--- config.mk ---
export PLATFORM = sky130hd
export DESIGN_NAME = run_len_detector
export DESIGN_NICKNAME = d
export VERILOG_FILES = /design/src/rtl/run_det_pkg.sv /design/src/rtl/run_len_detector_sat_counter.sv /design/src/rtl/run_len_detector.sv
export SDC_FILE = /design/constraint.sdc
export NUM_CORES = 1
export LEC_CHECK = 0
export CAP_MARGIN = 5
export CORE_AREA = 2 2 39 41
export CTS_CLUSTER_SIZE = 24
export DETAILED_ROUTE_END_ITERATION = 10
export DIE_AREA = 0 0 41 43
export PLACE_DENSITY_LB_ADDON = 0.2
export RECOVER_POWER = 50
export SYNTH_ARGS = -nofsm -noshare
export SYNTH_HDL_FRONTEND = slang
export SYNTH_HIERARCHICAL = 1
export SYNTH_SLANG_ARGS = --single-unit
--- constraint.sdc ---
create_clock -name clk -period 1.25 [get_ports clk]
set_input_delay 0.125 -clock clk [delete_from_list [all_inputs] [get_ports clk]]
set_output_delay 0.125 -clock clk [all_outputs]
set_load 0.02 [all_outputs]
--- src/rtl/run_det_pkg.sv ---
// Shared types and default parameters for the run-length detector.
// The optional match counter is enabled with the RUN_DET_MATCH_CNT_EN macro.
package run_det_pkg;

    typedef enum logic [1:0] {
        IDLE = 2'd0,
        RUN  = 2'd1,
        HIT  = 2'd2
    } state_t;

    localparam int DEF_RUN_LEN = 3;
    localparam int DEF_OVERLAP = 1;
    localparam int DEF_CNT_W   = 8;

endpackage

--- src/rtl/run_len_detector_sat_counter.sv ---
// Saturating up-counter with synchronous clear; holds at all-ones.
module sat_counter #(
    parameter int width = 8
) (
    input  logic             clk,
    input  logic             rst,
    input  logic             inc,
    input  logic             clr,
    output logic [width-1:0] cnt
);

    always_ff @(posedge clk) begin
        if (rst || clr) begin
            cnt <= '0;
        end else if (inc && (cnt != '1)) begin
            cnt <= cnt + 1'b1;
        end
    end

endmodule

--- src/rtl/run_len_detector.sv ---
// Serial run-length detector: Moore output z flags RUN_LEN consecutive valid samples equal to pol.
// Define RUN_DET_MATCH_CNT_EN to add the saturating match_cnt output and its clr_cnt control.
module run_len_detector
    import run_det_pkg::*;
#(
    parameter int RUN_LEN = DEF_RUN_LEN,
    parameter int OVERLAP = DEF_OVERLAP,
    parameter int CNT_W   = DEF_CNT_W
) (
    input  logic                         clk,
    input  logic                         rst,
    input  logic                         x_valid,
    input  logic                         x,
    input  logic                         pol,
    input  logic                         clr_cnt,
    output logic                         z,
    output logic [$clog2(RUN_LEN+1)-1:0] run_cnt
`ifdef RUN_DET_MATCH_CNT_EN
    ,
    output logic [CNT_W-1:0]             match_cnt
`endif
);

    localparam int RC_W = $clog2(RUN_LEN + 1);
    localparam logic [RC_W-1:0] ONE       = RC_W'(1);
    localparam logic [RC_W-1:0] RUN_LEN_V = RC_W'(RUN_LEN);

    state_t          state, state_nxt;
    logic [RC_W-1:0] run_cnt_nxt;
    logic            det;

    // NOTE: sequential state uses non-blocking assignments; reset is synchronous, so it lives inside the clocked branch.
    always_ff @(posedge clk) begin
        if (rst) begin
            state   <= IDLE;
            run_cnt <= '0;
            z       <= 1'b0;
        end else begin
            state   <= state_nxt;
            run_cnt <= run_cnt_nxt;
            z       <= (state_nxt == HIT);
        end
    end

    // NOTE: every output of this block gets a default first, so no path can infer a latch.
    always_comb begin
        state_nxt   = state;
        run_cnt_nxt = run_cnt;
        det         = 1'b0;
        case (state)
            IDLE, RUN, HIT: begin
                if (x_valid) begin
                    if (x != pol) begin
                        state_nxt   = IDLE;
                        run_cnt_nxt = '0;
                    end else if (state == IDLE) begin
                        state_nxt   = RUN;
                        run_cnt_nxt = ONE;
                    end else if (state == RUN) begin
                        if (run_cnt >= RUN_LEN_V - ONE) begin
                            state_nxt   = HIT;
                            run_cnt_nxt = RUN_LEN_V;
                            det         = 1'b1;
                        end else begin
                            run_cnt_nxt = run_cnt + ONE;
                        end
                    end else if (OVERLAP != 0) begin
                        // Each further match while saturated is a fresh detection.
                        run_cnt_nxt = RUN_LEN_V;
                        det         = 1'b1;
                    end else begin
                        state_nxt   = RUN;
                        run_cnt_nxt = ONE;
                    end
                end
            end
            default: begin
                state_nxt   = IDLE;
                run_cnt_nxt = '0;
            end
        endcase
    end

`ifdef RUN_DET_MATCH_CNT_EN
    sat_counter #(
        .width(CNT_W)
    ) u_match_cnt (
        .clk(clk),
        .rst(rst),
        .inc(det),
        .clr(clr_cnt),
        .cnt(match_cnt)
    );
`else
    logic unused_ok;
    assign unused_ok = clr_cnt ^ det ^ (CNT_W > 0);
`endif

endmodule

=== After elaboration in Yosys (flattened, before gate mapping) ===
Index checks and enable logic that the tools add are counted.

* Bitwise gates (word level): 1
* Order comparisons: 1
* Muxes and demuxes: 10
* $add $sub $neg: 1
* Eq/ne operators: 4
* Reduce and logical (&&, ||, !) cells: 3

{| class="wikitable"
|+ Operators with widths
! cell !! number
|-
| $mux 2 || 10
|-
| $eq 2x2->1 const B || 2
|-
| $reduce_or 3->1 || 1
|-
| $add 2x1->2 const B || 1
|-
| $eq 2x1->1 const B || 1
|-
| $ge 2x2->1 const B || 1
|-
| $logic_not 2->1 || 1
|-
| $reduce_or 2->1 || 1
|-
| $ne 1x1->1 || 1
|-
| $not 1->1 || 1
|}

* Bits of input ports: 6
* Logic and storage cells: 23
* Register bits: 5

=== Logic depth before layout (Yosys ltp) ===
* Word-level depth: 8
* Mapped depth: 3
* Gate-level depth less buffers: 3

=== Worst setup path before layout ===
OpenSTA, ideal clock, no wires.

* Path type: reg2reg
* Start: register state[0]
* End: register run_cnt[1]
* Data arrival time: 930 ps
* Stages on the path, launching flop included: 3
* Setup slack: 233 ps
* Period minus slack after synthesis: 1,017 ps
* Data required time: 1,162 ps
* Path through: dfxtp_1 mux2_2 nor4_2

* Cells in the longest elaborated chain, start to end: 4
* Elaborated cells between the ends (all ways): 9
* Classes of those cells: eq/ne (2); mux (3); bitwise (1); reduce/logical (3)

{| class="wikitable"
|+ RTL lines
! element !! line !! RTL
|-
| start: declaration || run_len_detector.sv:28 || <nowiki>state_t state, state_nxt;</nowiki>
|-
| start signal: assignment || run_len_detector.sv:39 || <nowiki>state <= state_nxt;</nowiki>
|-
| $eq 2x1->1 (tied with other cells) || - ||
|-
| $mux 2 / $reduce_or 3->1 (equally long branches) || run_len_detector.sv:59, run_len_detector.sv:50 ||
|-
| $mux 2 / $not 1->1 (equally long branches) || - ||
|-
| $mux 2 / $reduce_or 2->1 (equally long branches) || - ||
|-
| end signal: assignment || run_len_detector.sv:40 || <nowiki>run_cnt <= run_cnt_nxt;</nowiki>
|-
| end: declaration || run_len_detector.sv:17 || <nowiki>output logic [$clog2(RUN_LEN+1)-1:0] run_cnt</nowiki>
|}

Several ways; a longest one is shown, not always the timed one.
A chain may end at the register's enable or synchronous reset.

=== Final worst setup path ===
Ends and elaborated chain as after synthesis.

==> results by group <==
Outcome
  – Status: finished clean

Clock tree
  – Cts bufs inserted: 3
  – Max clock buf depth: 2
  – # H-tree levels: 1
  – CTS Hold Bufs: 0
  – CTS tree: built
  – Worst-path clk slew: 0.04 ns
  – Worst-Skew Late Latency: 0.24 ns
  – TritonCTS Sinks: 5
  – Clock root buffer: clkbuf_4

Yosys
  – Yosys cell types: 18
  – #FFs+latches synth: 5
  – YS warnings: 6
  – Post-synth top area cell: dfxtp_1
  – Area share of the largest cell type after synthesis: 41.5%
  – Syn Inst Count: 24
  – Sequential area share after synthesis: 41.5%
  – Synth area leaders: dfxtp_1 (41%), nor2b_4 (5.7%), nor4_2 (5.2%)
  – Syn Nets: 30
  – Avg Cell Area, Syn: 10.1 um^2
  – Synthesized cell area: 241 um^2

Final layout
  – Share of layout cells above drive strength 1: 24.3%
  – Filler cells: 153
  – # nets final: 44
  – N_diodes: 0
  – Layout area overhead: 52.8%
  – Fin cells: 53
  – Post-layout util: 26.7%
  – Multi-input logic area: 141 um^2
  – Reg area: 100 um^2

Critical path
  – Crit end category: register
  – Worst R2R Path Depth: 2
  – CP Launch Type: register
  – Reg-to-Reg End: run_cnt[1]$_SDFFE_PP0P_
  – Critical path data arrival time: 1.27 ns
  – Crit path max fanout: 8
  – Worst EP required: 1.40 ns
  – Setup crit end: run_cnt[1]$_SDFFE_PP0P_
  – Crit Path Class: reg -> reg
  – Worst setup path start: state[0]$_SDFF_PP0_
  – R2R Setup Slk: 0.13 ns
  – Beginning of the worst register-to-register path: state[0]$_SDFF_PP0_

Routing
  – First drt pass iteration count: 2
  – Drt wl/cell: 9.85 um
  – DRC viols: 0
  – DR vias/cell: 4.36
  – DR vias: 231
  – Remaining antenna violation count: 0
  – Iteration-0 DRC count of the detailed router: 3
  – WL final: 522 um

STA
  – Final worst-path setup slack: 0.130 ns
  – Worst Tran Pin Value: 0.332 ns
  – Final min period: 1.12 ns
  – Aggregate negative setup slack: 0 ns
  – Max Clk Rate: 0.892 GHz
  – Layout Skew: 0.00384 ns
  – Final setup violation count: 0
  – Slew Viols, Final: 0
  – Final Hold Vio Count: 0
  – Period utilization: 89.6%
  – RSZ-0062 raised after global routing: no
  – Relative slew slack: 77.8%

Floorplanning
  – # rows: 14
  – Core area: 1380 um^2
  – Io pins: 9
  – Total die area: 1760 um^2
  – Die height: 43 um
  – Die Wd: 41 um
  – Initial core utilization: 17.5%

Pwr
  – Power Dens Cells: 1150 nW/um^2
  – VDD IR max: 0.000280 V
  – P_leak: 0.000148 uW

Placement
  – Placer Congestion: 0.652
  – Placed cells: 49
  – Detailed placement HPWL: 392 um
  – Setup slack after placement: -0.0391 ns
  – Buffers on Ports: 7

GRT
  – First-pass GRT wire length: 834 um
  – Initial antenna violation count: 0
  – Grt ovf: 0
  – Vias in the first global route: 243
  – Largest net degree at the start of global routing: 9
  – Gr usage total: 7.62%

Run
  – Max Cap Violations: 0

Min path
  – Tightest Hold Check Type: reg -> reg
## metal layers
layer,track usage (%),share of wire (%),vias to the layer above
met5,0,0,-
met4,13.3,2.7,0
met3,2.09,6.5,2
met2,7.81,42,8
met1,8.65,48,102
li1,-,-,119
## through the flow
stage                     total power, uW  hold WS [ns]  area (um^2)
after floorplan                       213         0.196          241
after global routing                  454         0.593          369
after detailed placement              250         0.566          347
after CTS                             434         0.569          369
after global placement                249         0.558          347
final                                 426         0.567          369
## how the worst min path moves through the flow
| stage | from | endpoint | cells after the start |
|---|---|---|---|
| after floorplan | rst | run_cnt[1]$_SDFFE_PP0P_ | 1 |
| after global placement | run_cnt[0]$_SDFFE_PP0P_ | run_cnt[0]$_SDFFE_PP0P_ | 2 |
| after detailed placement | state[1]$_SDFF_PP0_ | state[0]$_SDFF_PP0_ | 1 |
| after CTS | state[1]$_SDFF_PP0_ | state[0]$_SDFF_PP0_ | 1 |
| after global routing | state[1]$_SDFF_PP0_ | state[0]$_SDFF_PP0_ | 1 |
| final | state[1]$_SDFF_PP0_ | state[0]$_SDFF_PP0_ | 1 |
## worst max-delay path, stage by stage (launching register included)
cell and delay, ns:
dfxtp_1 0.46, mux2_2 0.38, nor4_2 0.20
## Yosys cell counts, drive strengths merged
master / count
or3b: 1
nor3: 2
nand2b: 1
nor2b: 2
a31oi: 1
o21ai: 1
a21o: 1
dfxtp: 5
and2b: 1
nor4: 1
nand4b: 1
nand4: 1
o22ai: 2
nand2: 1
a21oi: 1
mux2: 1
xnor2: 1
## placed cells by master, fill, tap and decap left out, types with 2 or more instances in the layout
cell type        instances
dlygate4sd2_1            3
o22ai_1                  2
clkbuf_4                 3
clkdlybuf4s50_1          4
dfxtp_1                  5
nor3_1                   2
buf_4                    2
## what timing repair did
| action | in CTS | in global routing |
|---|---|---|
| resized for setup | 3 | 0 |
| hold endpoints to repair | 0 | 0 |
| setup endpoints to repair | 3 | 0 |
| buffers inserted | 0 | 0 |
## report_power, final
| part | internal [uW] | switching (uW) |
|---|---|---|
| logic | 37.7 | 29.2 |
| clock network | 120 | 61.0 |
| registers | 168 | 9.93 |
## logic make-up after synthesis
kind of cell	Yosys count	synth area share, %
AOI/OAI and AO/OA	6	15.0
xor gates and xnor gates	1	3.63
DFF	5	41.5
muxes	1	4.66
and+or+nand+nor	11	35.2
## registers in the layout, indices dropped and copies added, names as in the netlist
name / flops
run_cnt: 2
state: 2
z: 1
## cell type report
cell class	instances	area share [%]
clock buffer	4	7.12
multi-input combinational	19	38.3
sequential	5	27.1
tap	16	5.42
timing repair buffer	9	22.0
(Power assumes the default switching activity.)
